[src/rtl/sra_behavior.sv]
// -----------------------------------------------------------------------------
// sra_behavior
//
// Sequential signed arithmetic right shifter. A Start pulse seen while idle
// captures the operand and the shift amount. The operand is then shifted right
// one bit per clock, and the sign bit is copied into each vacated MSB. When the
// shift is finished, Result is updated and Done pulses for one cycle. Result
// keeps its value between completions.
//
// Ports:
//   clk     in   rising-edge clock
//   rst_n   in   asynchronous active-low reset
//   Start   in   start request, sampled only while idle
//   Input1  in   [WIDTH] signed operand (two's complement)
//   Input2  in   [WIDTH] unsigned shift amount, saturated at WIDTH-1
//   Result  out  [WIDTH] registered shifted value, held between operations
//   Busy    out  high while an operation is in progress
//   Done    out  one-cycle pulse in the cycle Result is updated
// -----------------------------------------------------------------------------
module sra_behavior #(
    parameter int WIDTH = 8
) (
    input  logic             clk,
    input  logic             rst_n,
    input  logic             Start,
    input  logic [WIDTH-1:0] Input1,
    input  logic [WIDTH-1:0] Input2,
    output logic [WIDTH-1:0] Result,
    output logic             Busy,
    output logic             Done
);

    // The counter only has to hold the saturated amount, which is WIDTH-1.
    localparam int          CW        = (WIDTH > 2) ? $clog2(WIDTH) : 1;
    localparam int unsigned MAX_SHIFT = WIDTH - 1;

    localparam logic [WIDTH-1:0] MAX_SHIFT_W = WIDTH'(MAX_SHIFT);
    localparam logic [CW-1:0]    MAX_SHIFT_C = CW'(MAX_SHIFT);

    localparam logic [1:0] IDLE   = 2'd0;
    localparam logic [1:0] SHIFT  = 2'd1;
    localparam logic [1:0] FINISH = 2'd2;

    logic [1:0]       state_reg,  state_next;
    logic [WIDTH-1:0] work_reg,   work_next;
    logic [CW-1:0]    count_reg,  count_next;
    logic [WIDTH-1:0] result_reg, result_next;
    logic             done_reg,   done_next;

    logic [CW-1:0]    count_load;
    logic [WIDTH-1:0] work_shr;

    // Any amount of WIDTH-1 or more gives a word made only of sign bits, so
    // larger requests are clamped to WIDTH-1 shifts.
    assign count_load = (Input2 >= MAX_SHIFT_W) ? MAX_SHIFT_C : Input2[CW-1:0];

    // One-bit arithmetic shift: the MSB keeps the sign and every other bit
    // takes the value of its left neighbour.
    assign work_shr[WIDTH-1] = work_reg[WIDTH-1];
    generate
        for (genvar gi = 0; gi < WIDTH - 1; gi++) begin : g_shr
            assign work_shr[gi] = work_reg[gi+1];
        end
    endgenerate

    always_comb begin
        state_next  = state_reg;
        work_next   = work_reg;
        count_next  = count_reg;
        result_next = result_reg;
        done_next   = 1'b0;
        case (state_reg)
            IDLE: begin
                if (Start) begin
                    work_next  = Input1;
                    count_next = count_load;
                    state_next = SHIFT;
                end
            end
            SHIFT: begin
                if (count_reg != '0) begin
                    work_next  = work_shr;
                    count_next = count_reg - CW'(1);
                end else begin
                    state_next = FINISH;
                end
            end
            FINISH: begin
                result_next = work_reg;
                done_next   = 1'b1;
                state_next  = IDLE;
            end
            default: begin
                state_next = IDLE;
            end
        endcase
    end

    always_ff @(posedge clk or negedge rst_n) begin
        if (!rst_n) begin
            state_reg  <= IDLE;
            work_reg   <= '0;
            count_reg  <= '0;
            result_reg <= '0;
            done_reg   <= 1'b0;
        end else begin
            state_reg  <= state_next;
            work_reg   <= work_next;
            count_reg  <= count_next;
            result_reg <= result_next;
            done_reg   <= done_next;
        end
    end

    // Busy comes straight from the state. It rises at the start edge, and it
    // drops at the same edge where FINISH returns to IDLE and Done is raised.
    assign Busy   = (state_reg == SHIFT) || (state_reg == FINISH);
    assign Result = result_reg;
    assign Done   = done_reg;

endmodule

[config.mk]
export PLATFORM = sky130hd
export DESIGN_NAME = sra_behavior
export DESIGN_NICKNAME = d
export VERILOG_FILES = /design/src/rtl/sra_behavior.sv
export SDC_FILE = /design/constraint.sdc
export NUM_CORES = 1
export LEC_CHECK = 0
export CAP_MARGIN = 20
export CORE_MARGIN = 2
export CORE_UTILIZATION = 42
export CTS_CLUSTER_SIZE = 12
export DETAILED_ROUTE_END_ITERATION = 10
export GPL_TIMING_DRIVEN = 0
export PLACE_DENSITY_LB_ADDON = 0.12
export SYNTH_ARGS = -nofsm -noshare
export SYNTH_HDL_FRONTEND = slang
export SYNTH_SLANG_ARGS = --single-unit
export TNS_END_PERCENT = 100
[constraint.sdc]
create_clock -name clk -period 1.8 [get_ports clk]
set_input_delay 0.36 -clock clk [delete_from_list [all_inputs] [get_ports clk]]
set_output_delay 0.36 -clock clk [all_outputs]
set_load 0.01 [all_outputs]
==> flow_summary_export.csv <==
group,metric,value,unit
yosys,synth_edf_count,0,
cells_and_area,diodes,0,
drt,routed.top_layer,"met4",
power_and_ir_drop,switching_share,0.3663,
yosys,yosysSeqAreaShare,0.5122,
drt,post_drt_wl_per_cell,13.42,um
yosys,synth_area,1075,um2
die,num_rows,18,
setup_path,crit_buf_inv,1,
setup_path,cp_top_family,"simple AND/OR/NAND/NOR gates",
setup_path,critical_path.cell_chain,"clkdlybuf4s50_1 -> or4_4 -> or4_1 -> a32o_1",
yosys,synth_flop_cell,"dfrtp_1",
sta,worst_slack,0.009206,ns
yosys,synth.area.top_cells,"dfrtp_1 (51%), mux2_2 (9.4%), o21ai_0 (8.8%)",
cells_and_area,nets,150,
die,die_area,2980,um2
clock_tree,cts.sinks,22,
die,fp.dieH,54.59,um
clock_tree,clk_pin_slew,0.11,ns
sta,max_slew_margin,0.3519,
yosys,syn_area_per_cell,11.43,um2
grt,gr-total-overflow,0,
drt,wl_met2,1014,um
placed_design,portBuffers,28,
grt,grt_first_pass_wirelength,3456,um
worst_hold_path,min_path_type,"flip-flop to flip-flop",
cells_and_area,n_fill_cell,215,
drt,drtIter0Drc,6,
grt,antenna_found_initial,0,
drt,num_vias,808,
placed_design,gp_congestion,0.7312,
yosys,ys_types,24,
power_and_ir_drop,combPwrFrac,0.537,
yosys,yosysMostFrequentCell,"dfrtp_1",
cells_and_area,drive_above_1_share,0.1935,
power_and_ir_drop,p_int,1.545,mW
setup_path,arrival,1.99,ns
placed_design,dpl.hpwl,1524,um
yosys,synth_top_area_cell,"dfrtp_1",
sta,fin_crit_sh,0.9949,
drt,via_per_inst,5.247,
sta,final.min_clock_period,1.791,ns
clock_tree,clockRootBuffer,"clkbuf_4",
die,initial_core_util,0.4378,
yosys,synthTopCellsByCount,"dfrtp_1 (22), o21ai_0 (19), mux2_2 (9)",
power_and_ir_drop,p_seq_frac,0.353,
status,status,"completed",
yosys,async_flop_share,1.000,
yosys,yosys_register_bits,22,
die,num_io_pins,29,
setup_path,end_kind,"flip-flop",
yosys,yosysWarnings,0,
drt,first_pass_iters,4,
drt,antenna_left,0,
power_and_ir_drop,vdd_drop_max,1022,uV
clock_tree,ctsHoldBuffers,0,
setup_path,slowest_delay,0.55,ns
sta,fin_worst_skew,0.01021,ns
die,dieWidth,54.59,um
clock_tree,clock_latency,0.30,ns
power_and_ir_drop,p_sw,0.8928,mW
sta,fmax,0.5584,GHz
sta,setup_viol,0,
sta,hold_viol,0,
yosys,synth_nets,119,
cells_and_area,utilization,0.5897,
cells_and_area,multi_input_area,505.5,um2
grt,grt_usage,0.1624,
cells_and_area,area_growth,34.69,%
flow_run,drv_cap,0,
power_and_ir_drop,clock_power_share,0.110,
drt,drcViolationCount,0,
setup_path,worst-setup-path-type,"input pin to flip-flop",
cells_and_area,ff_latch_area,550.5,um2
power_and_ir_drop,power_density,1684,nW/um2
setup_path,cp.required,2.00,ns
clock_tree,clockBufferDepth,2,
clock_tree,cts_inserted_buffers,3,
clock_tree,h-tree-depth,1,
sta,rsz0062_at_grt,"false",
yosys,synth_cells,94,
setup_path,crit_path_top_delay_cell,"or4_4",
setup_path,cp-start-kind,"input pin",
grt,grt_pass1_vias,786,
clock_tree,cts_tree,"built",
drt,wl_met3,86,um
yosys,synth_top_area_frac,0.5122,
sta,slew_viol_final,0,
drt,wl_met1,955,um
die,core-area,2455,um2
placed_design,dp_slack,-0.3610,ns
power_and_ir_drop,p_leak,0.6354,nW
drt,wl,2067,um
grt,grt_start_max_net_pins,23,
sta,worst_slew_pin_slew,0.9691,ns
setup_path,worstPathMaxFanout,3,
## area by class of cell
cell class                 instances  share of cell area
sequential                        22              0.3803
multi-input combinational         61              0.3492
timing repair buffer              28              0.1927
tap                               30             0.02593
clock buffer                       4             0.02506
inverter                           6             0.01556
buffer                             3             0.01124
## cells by family after synthesis
group / share of synthesized area
adder cells (fa/ha/maj): 0.06985
buffers and inverters: 0.03957
flip-flops: 0.5122
AO/OA/AOI/OAI: 0.1257
AND/OR/NAND/NOR: 0.08383
multiplexers: 0.1688
## per-stage QoR
step	setup TNS [ns]	total power, mW	instances	hold slack (ns)	area, um2
6_report	0	2.437	154	0.5100	1448
3_3_place_gp	-2.885	2.076	152	0.4820	1393
4_1_cts	0	2.403	154	0.5151	1428
2_1_floorplan	0	1.669	94	0.06441	1075
3_5_place_dp	-3.085	2.131	152	0.4884	1393
5_1_grt	0	2.663	154	0.5384	1448
## power groups by stage
stage	Combinational, mW	Sequential [mW]	Clock (mW)
floorplan	0.791	0.878	0
global placement	1.22	0.855	0
detailed placement	1.26	0.867	0
CTS	1.27	0.856	0.278
global route	1.48	0.890	0.295
finish	1.31	0.861	0.267
## final timing paths
check | depth (start not counted) | slack (ns) | from | end
worst max-delay path | 4 | 0.009 | Input2[4] | count_reg[2]
worst min-delay path | 1 | 0.51 | count_reg[2] | count_reg[2]
worst max register to register | 4 | 0.08 | state_reg[0] | count_reg[2]
worst min register to register | 1 | 0.51 | count_reg[2] | count_reg[2]
max in group asynchronous | 1 | 0.63 | rst_n | work_reg[5]
min in group asynchronous | 1 | 0.58 | rst_n | state_reg[0]
## metal layers
layer | global-route usage | vias to the layer above
met2 | 0.2837 | 15
met4 | 0.02500 | 0
li1 | - | 395
met5 | 0 | -
met1 | 0.1990 | 396
met3 | 0.04918 | 2
## placed cells by master, fill, tap and decap left out, types with 2 or more instances in the layout
master / Yosys / final
clkdlybuf4s50_1: 0 / 27
dfrtp_1: 22 / 22
o21ai_0: 19 / 19
mux2_2: 9 / 9
mux2i_1: 8 / 7
ha_1: 6 / 5
inv_1: 6 / 4
clkbuf_4: 0 / 3
inv_2: 0 / 2
nor2_1: 2 / 2
or4_4: 1 / 2
a32o_1: 2 / 2
nand2_1: 2 / 2
## what timing repair did
item	4_1_cts	5_1_grt
pin swaps	0	2
setup endpoints to repair	10	11
hold endpoints to repair	0	0
buffers inserted	0	0
gates resized for setup	5	9
Note: power is estimated with default switching activity, not from simulation.
